--- src/rtl/regs_write_sched.sv ---
// regs_write_sched: arbitrates ALU, memory and PC-link requests onto the single
// register-bank write port, splitting 32-bit immediates into two half-word writes.
module regs_write_sched #(
   parameter logic [3:0] LINK_REG  = 4'd15,
   parameter logic [2:0] IDLE_CTRL = 3'b111
) (
   input  logic        clk,
   input  logic        rst_n,
   input  logic        a_valid,
   output logic        a_ready,
   input  logic [3:0]  a_sel,
   input  logic [31:0] a_data,
   input  logic        a_split,
   input  logic        m_valid,
   output logic        m_ready,
   input  logic [3:0]  m_sel,
   input  logic [31:0] m_data,
   input  logic        m_split,
   input  logic        link_valid,
   output logic        link_ready,
   input  logic [31:0] link_pc,
   output logic [3:0]  wr_sel,
   output logic [31:0] wr_data,
   output logic [31:0] wr_pc,
   output logic [2:0]  wr_ctrl,
   output logic        busy
);
   typedef enum logic {IDLE, SPLIT_HI} state_t;
   state_t      state_q, state_d;
   logic        rr_last_q, rr_last_d;
   logic [15:0] hi_q, hi_d;
   logic [3:0]  sel_q, sel_d;
   logic [31:0] data_q, data_d, pc_q, pc_d;
   logic [2:0]  ctrl_q, ctrl_d;
   logic        idle, arb, a_acc, m_acc, wr_acc, split;
   logic [3:0]  sel_in;
   logic [31:0] data_in;

   // rr_last_q: 1 = memory granted last, so ALU wins the next tie
   assign idle       = rst_n && state_q == IDLE;
   assign link_ready = idle && link_valid;
   assign arb        = idle && !link_valid;
   assign a_ready    = arb && a_valid && (!m_valid || rr_last_q);
   assign m_ready    = arb && m_valid && (!a_valid || !rr_last_q);
   assign a_acc      = a_valid && a_ready;
   assign m_acc      = m_valid && m_ready;
   assign wr_acc     = a_acc || m_acc;
   assign sel_in     = a_acc ? a_sel : m_sel;
   assign data_in    = a_acc ? a_data : m_data;
   assign split      = a_acc ? a_split : m_split;
   assign rr_last_d  = a_acc ? 1'b0 : m_acc ? 1'b1 : rr_last_q;

   always_ff @(posedge clk or negedge rst_n) begin
      if (!rst_n) begin
         state_q   <= IDLE;
         rr_last_q <= 1'b1;
         hi_q      <= '0;
         sel_q     <= '0;
         data_q    <= '0;
         pc_q      <= '0;
         ctrl_q    <= IDLE_CTRL;
      end else begin
         state_q   <= state_d;
         rr_last_q <= rr_last_d;
         hi_q      <= hi_d;
         sel_q     <= sel_d;
         data_q    <= data_d;
         pc_q      <= pc_d;
         ctrl_q    <= ctrl_d;
      end
   end

   always_comb state_d = (state_q == IDLE && wr_acc && split) ? SPLIT_HI : IDLE;

   always_comb begin
      ctrl_d = IDLE_CTRL;
      sel_d  = sel_q;
      data_d = data_q;
      pc_d   = pc_q;
      hi_d   = hi_q;
      if (state_q == SPLIT_HI) begin
         ctrl_d = 3'b010;
         data_d = {16'h0, hi_q};
      end else if (link_ready) begin
         ctrl_d = 3'b011;
         pc_d   = link_pc;
         sel_d  = LINK_REG;
      end else if (wr_acc) begin
         ctrl_d = split ? 3'b001 : 3'b000;
         sel_d  = sel_in;
         data_d = split ? {16'h0, data_in[15:0]} : data_in;
         hi_d   = data_in[31:16];
      end
   end

   assign wr_sel  = sel_q;
   assign wr_data = data_q;
   assign wr_pc   = pc_q;
   assign wr_ctrl = ctrl_q;
   assign busy    = state_q == SPLIT_HI;
endmodule
--- config.mk ---
export PLATFORM = sky130hd
export DESIGN_NAME = regs_write_sched
export DESIGN_NICKNAME = d
export VERILOG_FILES = /design/src/rtl/regs_write_sched.sv
export SDC_FILE = /design/constraint.sdc
export NUM_CORES = 1
export LEC_CHECK = 0
export ABC_AREA = 1
export CAP_MARGIN = 10
export CORE_MARGIN = 2
export CORE_UTILIZATION = 35
export DETAILED_ROUTE_END_ITERATION = 7
export GPL_ROUTABILITY_DRIVEN = 0
export PLACE_DENSITY_LB_ADDON = 0.05
export SLEW_MARGIN = 5
export SYNTH_ARGS = -nofsm -noshare
export SYNTH_HDL_FRONTEND = slang
export SYNTH_SLANG_ARGS = --single-unit
--- constraint.sdc ---
create_clock -name clk -period 5.65 [get_ports clk]
set_clock_uncertainty 0.15 [all_clocks]
set_input_delay 1.695 -clock clk [delete_from_list [all_inputs] [get_ports clk]]
set_output_delay 1.695 -clock clk [all_outputs]
set_load 0.05 [all_outputs]
# --- Word level (Yosys, flattened, before mapping) ---
# Index checks and enable logic that the tools add are counted.
totals:
  regBits: 89
  inputBits: 111
  out_inout_bits: 75
  word_cells: 51
classes:
  n_eq_ne: 1
  mux: 16
  bitwise_logic: 2
  n_reduce_logical: 25
ops:
  columns: ["op", "n"]
  rows:
  - ["32-bit 2-to-1 mux", 5]
  - ["4-bit 2-to-1 mux", 3]
  - ["1-bit logical AND", 11]
  - ["3-bit 2-to-1 mux", 3]
  - ["2-bit AND reduction", 3]
  - ["2-bit nonzero test", 3]
  - ["1-bit 2-to-1 mux", 5]
  - ["1-bit zero test", 4]
  - ["1-bit logical OR", 3]
  - ["3-bit AND reduction", 1]
  - ["2-bit by 1-bit inequality test with 1-bit output (second input constant)", 1]
  - ["1-bit inverter", 2]

# --- Depth between registers and ports, before layout ---
logic_depth:
  ltp_word: 11
  depth_mapped: 12
  mapped_depth_nobuf: 8

# --- Worst setup path after synthesis ---
# Ideal clock, no wire load.
synth_timing:
  path_kind: "input port to output port"
  from: "input port a_valid"
  to: "output port a_ready"
  t_arrival_ns: 2.681
  required_ns: 3.805
  slack_ns: 1.124
  cell_stages: 6
  n_path_buf: 2
  cell_sequence: "inv_1 -> a21oi_4 -> nand2_4 -> buf_6 -> buf_6 -> inv_1"
synth_via:
  elab_chain_cells: 2
synth_rtl:
  columns: ["item", "line", "text"]
  rows:
  - ["start, declared", "9", "input logic a_valid,"]
  - ["1-bit logical AND (2 in series)", "43", "assign a_ready = arb && a_valid && (!m_valid || rr_last_q);"]
  - ["end, declared", "10", "output logic a_ready,"]
# Every way passes these cells.

# --- Worst setup path in the final report ---
layout_timing:
  from: "input port link_valid"
  to: "output port m_ready"
layout_via:
  elab_chain_cells: 4
layout_rtl:
  columns: ["item", "line", "text"]
  rows:
  - ["start, declared", "19", "input logic link_valid,"]
  - ["1-bit zero test", "42", "assign arb = idle && !link_valid;"]
  - ["1-bit logical AND", "42", null]
  - ["1-bit logical AND (2 in series)", "44", "assign m_ready = arb && m_valid && (!a_valid || !rr_last_q);"]
  - ["end, declared", "15", "output logic m_ready,"]
# Every way passes these cells.

==> results.txt <==
status: finished, final reports clean
Post-CTS Resized: 0
EDFF count, synth: 0
worst path arrival time: 2960 ps
Die Height: 113 um
Layout area overhead: 53.1%
Final Cycle Share: 0.851
detailed-route wire length per cell: 15.1 um
die footprint: 12,700 sq um
CTS tree: built
placed inst area: 6040 sq um
most numerous cell in the Yosys netlist: nand2_1
DRT Wirelength: 12.7 mm
# diodes: 0
clk root buf: clkbuf_16
setup TNS: 0 ps
CP Cell Sequence: clkdlybuf4s50_1 -> nor2_4 -> nand3_1 -> inv_1 -> buf_12
Num CTS Buffers: 9
Hold Crit Class: reg -> reg
largest net degree at the start of global routing: 52
Mapped Avg Cell Area: 7.94 sq um
Routed Antenna Nets: 0
Final HPWL DP: 8.75 mm
clock buffer depth: 2
Fin Hold WS: 327 ps
most used flip-flop cell after synthesis: dfrtp_1
Synth Register Bits: 89
PortBufs: 185
first-pass GRT wire length: 20.5 mm
row count: 39
min cycle time layout: 4810 ps
initial antenna violation count: 0
Final Instance Area: 6340 sq um
area leader, netlist: dfrtp_1
gr ovfl total: 0
Ports: 186
Yosys top cell area share: 0.514
Max stage delay cell, worst path: clkdlybuf4s50_1
filler cell count: 1,075
drc violations: 0
htree depth: 3
CP max stage delay: 480 ps
count of final hold-check violations: 0
clk slew on worst S/H paths: 60 ps
Synth cell types: 20
Fmax: 208 MHz
Final Max Tran Viols: 0
Worst-Skew Late Latency: 340 ps
fin nets: 804
RSZ-0062 raised after global routing: no
Slew HR: 0.444
vias in the first global route: 4,110
cts hold-fix bufs: 0
Worst VDD drop: 159 uV
crit start category: input port
Vias per Instance: 4.74
setup repair bufs after CTS: 0
crit path max fanout: 5
Die Wd: 113 um
PwrDens: 369 nW/um^2
Required @ worst endpoint: 3810 ps
router iterations before antenna repair: 4
Sink Count: 89
setup violators final: 0
synthesized instance count: 521
CP endpoint kind: primary output
synth cell count leaders: 254 x nand2_1, 95 x nand3_1, 85 x dfrtp_1
CP Class: in -> out
All-Layer GR Usage: 0.203
async set or reset register ratio after synthesis: 1.00
Starting Density: 0.361
synth warn: 0
maxcap violations: 0
register area share after synthesis: 0.539
top cells by area, synth: dfrtp_1 51%, nand2_1 23%, nand3_1 11%
via count: 3,983
core box area: 11,500 sq um
first-iteration detailed-routing DRC count: 143
syn nets: 632
synthesized area: 4140 sq um
share of cells above drive strength 1: 0.0573
Leak Pwr: 3.09 nW
worst-margin pin slew: 832 ps
==> sequential cells by signal (all words and copies together), names as in the netlist <==
signal / flops
hi_q: 16
wr_sel: 4
rr_last_q: 1
busy: 1
wr_data: 32
wr_ctrl: 3
wr_pc: 32
==> layout by cell type, fill, tap and decap left out, drive strengths merged <==
cell	n
a21oi	1
buf	11
bufinv	1
clkbuf	10
clkdlybuf4s50	181
clkinv	5
clkinvlp	1
dfrtp	85
dfstp	4
inv	24
nand2	257
nand3	96
nor2	3
o21ai	19
==> cells by family (layout without fill, tap and decap cells) <==
group / after synthesis / count (layout) / synth area share
AOI/OAI and AO/OA: 20 / 20 / 0.0296
DFF: 89 / 89 / 0.539
buffers and inverters: 56 / 233 / 0.0713
and+or+nand+nor: 356 / 356 / 0.360
==> metrics by stage <==
| stage | setup slack [ps] | util | std cells | power, mW |
|---|---|---|---|---|
| after global routing | 771 | 0.553 | 841 | 2.46 |
| final | 843 | 0.553 | 841 | 2.34 |
| after floorplan | 1120 | - | 521 | 1.40 |
| after detailed placement | 856 | 0.527 | 825 | 1.76 |
| after CTS | 847 | 0.553 | 841 | 2.36 |
| after global placement | 927 | 0.527 | 825 | 1.75 |
==> final cells by class <==
cell class | count | area (sq um) | area share
Sequential cell | 89 | 2230 | 0.352
Timing Repair Buffer | 192 | 1920 | 0.303
Multi-Input combinational cell | 376 | 1610 | 0.254
Clock buffer | 10 | 239 | 0.0377
Tap cell | 143 | 179 | 0.0282
Inverter | 25 | 98.8 | 0.0156
Clock inverter | 6 | 57.6 | 0.00908
==> worst max-delay path: cells and delay by family <==
family | cells | cell delay, ps
buf+inv | 3 | 820
simple gates | 2 | 440
==> power breakdown <==
| part | leakage (nW) | switching [mW] | total (mW) | internal, mW |
|---|---|---|---|---|
| Combinational | 1.83 | 0.596 | 0.907 | 0.311 |
| Clock | 0.148 | 0.243 | 0.594 | 0.351 |
| Sequential | 1.11 | 0.0629 | 0.835 | 0.772 |
==> layer usage <==
layer	vias up	global-route usage	wire length, um
li1	1978	-	-
met1	1842	0.253	5350
met2	144	0.328	5940
met3	19	0.0670	1090
met4	0	0.0756	293
met5	-	0	0
==> final timing paths <==
| check | end | slack (ps) | start | cells past startpoint |
|---|---|---|---|---|
| worst min-delay path | wr_data[15]$_DFFE_PN0P_ | 330 | wr_data[15]$_DFFE_PN0P_ | 2 |
| max in group asynchronous | wr_pc[26]$_DFFE_PN0P_ | 3050 | rst_n | 3 |
| worst max register to register | wr_sel[0]$_DFFE_PN0P_ | 2500 | busy$_DFF_PN0_ | 9 |
| min in group asynchronous | wr_data[16]$_DFFE_PN0P_ | 1260 | rst_n | 2 |
| worst min register to register | wr_data[15]$_DFFE_PN0P_ | 330 | wr_data[15]$_DFFE_PN0P_ | 2 |
| worst max-delay path | m_ready | 840 | link_valid | 5 |
No activity file was read; power rests on OpenSTA's default activity.
